File: src/rtl/seg7_scan_driver.sv
// 8-digit multiplexed 7-segment driver with frame-aligned double buffering.
// Optional macro BLANK_LEADING_ZEROS_EN blanks digits above the most significant non-zero nibble.
module seg7_scan_driver (
  input  logic        clk_in,
  input  logic        reset,
  input  logic [2:0]  count,
  input  logic [31:0] value_in,
  input  logic [7:0]  dp_in,
  input  logic        load,
  output logic        pending,
  output logic        frame_done,
  output logic [7:0]  anodes,
  output logic [6:0]  segments,
  output logic        dp
);

  // load is a single-cycle strobe with no ready: it is accepted in every cycle it is high.

  logic [31:0] shadow_val;
  logic [7:0]  shadow_dp;
  logic [31:0] disp_val;
  logic [7:0]  disp_dp;
  logic [7:0]  disp_blank;
  logic [2:0]  count_q;

  logic        boundary;
  logic        update_disp;
  logic [31:0] next_val;
  logic [7:0]  next_dp;
  logic [3:0]  cur_nibble;

  function automatic logic [6:0] hex7(input logic [3:0] n);
    logic [6:0] s;
    case (n)
      4'h0: s = 7'b1000000;
      4'h1: s = 7'b1111001;
      4'h2: s = 7'b0100100;
      4'h3: s = 7'b0110000;
      4'h4: s = 7'b0011001;
      4'h5: s = 7'b0010010;
      4'h6: s = 7'b0000010;
      4'h7: s = 7'b1111000;
      4'h8: s = 7'b0000000;
      4'h9: s = 7'b0010000;
      4'hA: s = 7'b0001000;
      4'hB: s = 7'b0000011;
      4'hC: s = 7'b1000110;
      4'hD: s = 7'b0100001;
      4'hE: s = 7'b0000110;
      default: s = 7'b0001110;
    endcase
    return s;
  endfunction

`ifdef BLANK_LEADING_ZEROS_EN
  // Digit k is blank when it and every digit above it are zero; digit 0 always shows.
  function automatic logic [7:0] blank_mask(input logic [31:0] v);
    logic [7:0] m;
    logic       seen;
    m    = 8'h00;
    seen = 1'b0;
    for (int k = 7; k >= 1; k--) begin
      seen = seen | (v[4*k +: 4] != 4'h0);
      m[k] = ~seen;
    end
    return m;
  endfunction
`endif

  always_comb begin
    boundary    = (count_q == 3'b111) && (count == 3'b000);
    update_disp = boundary && (load || pending);
    next_val    = load ? value_in : shadow_val;
    next_dp     = load ? dp_in : shadow_dp;
    cur_nibble  = disp_val[{count, 2'b00} +: 4];
  end

  always_ff @(posedge clk_in or negedge reset) begin
    if (!reset) begin
      shadow_val <= 32'h0;
      shadow_dp  <= 8'h00;
      disp_val   <= 32'h0;
      disp_dp    <= 8'h00;
      disp_blank <= 8'h00;
      pending    <= 1'b0;
      count_q    <= 3'b000;
      frame_done <= 1'b0;
    end else begin
      count_q    <= count;
      frame_done <= boundary;
      if (boundary) begin
        pending <= 1'b0;
      end else if (load) begin
        shadow_val <= value_in;
        shadow_dp  <= dp_in;
        pending    <= 1'b1;
      end
      if (update_disp) begin
        disp_val <= next_val;
        disp_dp  <= next_dp;
`ifdef BLANK_LEADING_ZEROS_EN
        disp_blank <= blank_mask(next_val);
`else
        disp_blank <= 8'h00;
`endif
      end
    end
  end

  always_ff @(posedge clk_in or negedge reset) begin
    if (!reset) begin
      anodes   <= 8'hFF;
      segments <= 7'h7F;
      dp       <= 1'b1;
    end else begin
      anodes   <= ~(8'b1 << count);
      segments <= disp_blank[count] ? 7'h7F : hex7(cur_nibble);
      dp       <= ~disp_dp[count];
    end
  end

endmodule

File: config.mk
export PLATFORM = sky130hd
export DESIGN_NAME = seg7_scan_driver
export DESIGN_NICKNAME = d
export VERILOG_FILES = /design/src/rtl/seg7_scan_driver.sv
export SDC_FILE = /design/constraint.sdc
export NUM_CORES = 1
export LEC_CHECK = 0
export CORE_MARGIN = 2
export CORE_UTILIZATION = 28
export CTS_CLUSTER_SIZE = 24
export DETAILED_ROUTE_END_ITERATION = 12
export DONT_BUFFER_PORTS = 1
export PLACE_DENSITY = 0.4
export REMOVE_ABC_BUFFERS = 1
export SKIP_CTS_REPAIR_TIMING = 1
export SLEW_MARGIN = 20
export SYNTH_ARGS = -nofsm -noshare
export SYNTH_HDL_FRONTEND = slang
export SYNTH_SLANG_ARGS = --single-unit
File: constraint.sdc
create_clock -name clk_in -period 2.2 [get_ports clk_in]
set_input_delay 0.33 -clock clk_in [delete_from_list [all_inputs] [get_ports clk_in]]
set_output_delay 0.33 -clock clk_in [all_outputs]
set_load 0.02 [all_outputs]
==> impl_results.md <==
* GRT overflow at 0
* Vias per cell at 4.42
* Failing checks: hold timing
* Max-Cap Viols at 0
* Worst-margin pin slew at 0.503 ns
* Register area share after synthesis at 52.4%
* Final worst path period share at 87.8%
* Clock sinks at 101
* Worst r2r dst: segments[0]
* GRT Util Overall at 11.4%
* Synth warn at 0
* Syn Std Cell Area at 4860 sq um
* Fin. Hold Viols at 101
* Die width at 136 um
* Crit path capture: segments[0]
* Min-Delay Path Class: primary input to asynchronous set/reset pin
* Non-Filler Instances at 592
* CTS max path bufs at 2
* Commonest cells after routing, fill and taps aside: dfrtp_1, mux2i_1, nor2_1
* Max Clock Freq at 518 MHz
* Multi-input logic area at 2070 sq um
* Placed cells at 573
* #FFs+latches synth at 101
* Worst stage delay on the critical path at 0.38 ns
* Antenna violations before repair at 0
* Largest net degree at the start of global routing at 102
* FILL cells at 1,756
* Post-route minimum period at 1.93 ns
* Slew HR at 66.4%
* Final setup vio count at 0
* Final core occ at 31.1%
* Max FO, Critical Path at 6
* WP data arrival at 2.21 ns
* PD cells at 903 nW/um^2
* RSZ-0062 raised after global routing: no
* Synth cell types at 45
* Sequential cell area at 2550 sq um
* Vias in the first global route at 2,745
* Setup crit end kind: flip-flop
* First-pass GRT wire length at 15,600 um
* VDD IR-drop max at 0.000416 V
* Core footprint at 17,100 sq um
* Die height at 136 um
* Routed len/inst at 16.5 um
* Worst Setup Start Kind: flip-flop
* Setup ws final at 0.269 ns
* Commonest non-fill, non-tap cell in the layout: dfrtp_1
* Worst Reg2Reg Path Length in Cells at 7
* Pre-Repair DR Iteration Count at 4
* Row cnt at 48
* DR iter-0 viols at 71
* TritonCTS clock tree: done
* Post-DRT Antenna Nets at 0
* Setup TNS at 0 ns
* Residual DRC at 0
* I/O Buffers at 0
* Outcome: complete, but fails checks
* CP max stage cell: dfrtp_1
* Starting Density at 28.4%
* Clock Skews at 0.00475 ns
* Clock latency on the worst-skew pair at 0.35 ns
* Synthesized instance count at 365
* Clock transition at the registers of the reported paths at 0.07 ns
* Tightest hold margin at -0.331 ns
* Critical path required time at 2.48 ns
* Final WL at 9760 um
* CTS root buffer: clkbuf_16
* RR Startpoint: disp_val[17]
* Ant diodes at 0
* Flop2flop setup slack at 0.27 ns
* Worst-path cell chain: mux2_2 > o22a_1 > o21ai_2 > inv_1 > ha_1 > and3_1 > a211o_1
* Layout cell share with drive strength beyond 1 at 37.1%
* DIE AREA at 18,400 sq um
* Routability Congestion at 0.677
* Detail Placement HPWL at 6340 um
* Mapped Avg Cell Area at 13.3 sq um
* Lkg Pwr at 2.23 nW
* H-tree depth at 3
* CTS buffer count at 9
* Max Transition Viols Final at 0
* Crit path launch: disp_val[17]
* Setup CP Type: flip-flop to flip-flop
* Placement Setup Slack at 0.193 ns
* Layout Nets at 414
* IO Pins at 64
* Routed via count at 2,619
* Area delta synth->final at 9.62%
## kinds of logic (layout without fill, tap and decap cells)
| group | count (synthesis) | in the layout | share of synthesized area [%] |
|---|---|---|---|
| and+or+nand+nor | 69 | 69 | 6.85 |
| DFF | 101 | 101 | 52.4 |
| adders and majority gates | 6 | 6 | 1.54 |
| buffers and inverters | 30 | 32 | 5.10 |
| AOI/OAI and AO/OA | 56 | 56 | 10.6 |
| muxes | 102 | 102 | 23.4 |
| xor gates and xnor gates | 1 | 1 | 0.180 |
## metal layers
metal	vias to the layer above	GRT usage (%)	share of wire [%]	wire length, um
met5	-	0	0	0
li1	1279	-	-	-
met2	43	18.3	48	4680
met3	13	5.13	6.5	634
met4	0	3.65	1.4	140
met1	1284	13.8	44	4310
## synthesized netlist by cell type
library cell   n  area, sq um
a211o_1        1         8.76
a21o_1         1         7.51
a21oi_1        1         5.00
a21oi_2       40          350
a221o_1        1         10.0
a221oi_1       1         8.76
a221oi_4       1         26.3
a22oi_1        1         7.51
and2_1         1         6.26
and2b_1        1         7.51
and3_1         1         6.26
buf_4          2         15.0
buf_6         17          191
clkbuf_1       5         18.8
dfrtp_1       85         2130
dfstp_2       16          420
ha_1           6         75.1
inv_1          6         22.5
mux2_1         2         22.5
mux2_2        40          450
mux2_4         2         30.0
mux2i_1       53          531
mux2i_2        1         13.8
mux4_2         4         90.1
nand2_1        7         26.3
nand2_4        1         11.3
nand2b_1       2         12.5
nand3_1        3         15.0
nor2_1        44          165
nor2_8         1         20.0
nor2b_1        1         6.26
nor3_1         1         5.00
nor3b_1        2         15.0
nor4bb_1       1         10.0
o21ai_2        2         17.5
o221a_2        1         11.3
o22a_1         1         8.76
o22ai_1        1         6.26
o22ai_2        1         12.5
o2bb2ai_1      2         17.5
o2bb2ai_2      1         15.0
or2_2          1         6.26
or2_4          1         8.76
or3_4          1         11.3
xnor2_1        1         8.76
## area by class of cell
class / instances / share of cell area (%)
clock inverter: 4 / 0.423
inverter: 6 / 0.423
multi-input combinational: 234 / 38.8
tap: 225 / 5.28
timing repair buffer: 10 / 2.49
clock buffer: 12 / 4.81
sequential: 101 / 47.8
## worst max-delay path, delay by kind of cell (launching register included)
family	cells	cell delay (ns)
compound gates	3	0.66
fa+ha+maj	1	0.26
buf+inv	1	0.13
flops	1	0.38
mux	1	0.26
simple gates	1	0.15
## registers in the layout (all words and copies together), names as in the netlist
name	cells
shadow_dp	8
anodes	8
segments	7
count_q	3
pending	1
shadow_val	32
frame_done	1
disp_val	32
dp	1
disp_dp	8
## where the power goes
part	switching, mW	internal (mW)
Clock	0.693	0.824
Combinational	0.392	0.450
Sequential	0.227	2.23
Total	1.31	3.50
## worst min-delay path by stage
| stage | slack (ns) | endpoint | from |
|---|---|---|---|
| 4_1_cts | -0.35 | shadow_val[6] | reset |
| 6_report | -0.33 | shadow_val[30] | reset |
| 3_5_place_dp | 0.04 | shadow_val[30] | reset |
| 5_1_grt | -0.36 | shadow_val[6] | reset |
| 2_1_floorplan | 0.03 | count_q[0] | reset |
| 3_3_place_gp | 0.04 | shadow_val[30] | reset |
## per-stage QoR
stage                     area, sq um  total power, mW  hold slack [ns]
after floorplan                  4640             3.16           0.0344
after global placement           5020             3.33           0.0385
after detailed placement         5020             3.35           0.0391
after CTS                        5300             4.91           -0.348
after global routing             5330             5.13           -0.362
final                            5330             4.81           -0.331
Note: power is estimated with default switching activity, not from simulation.
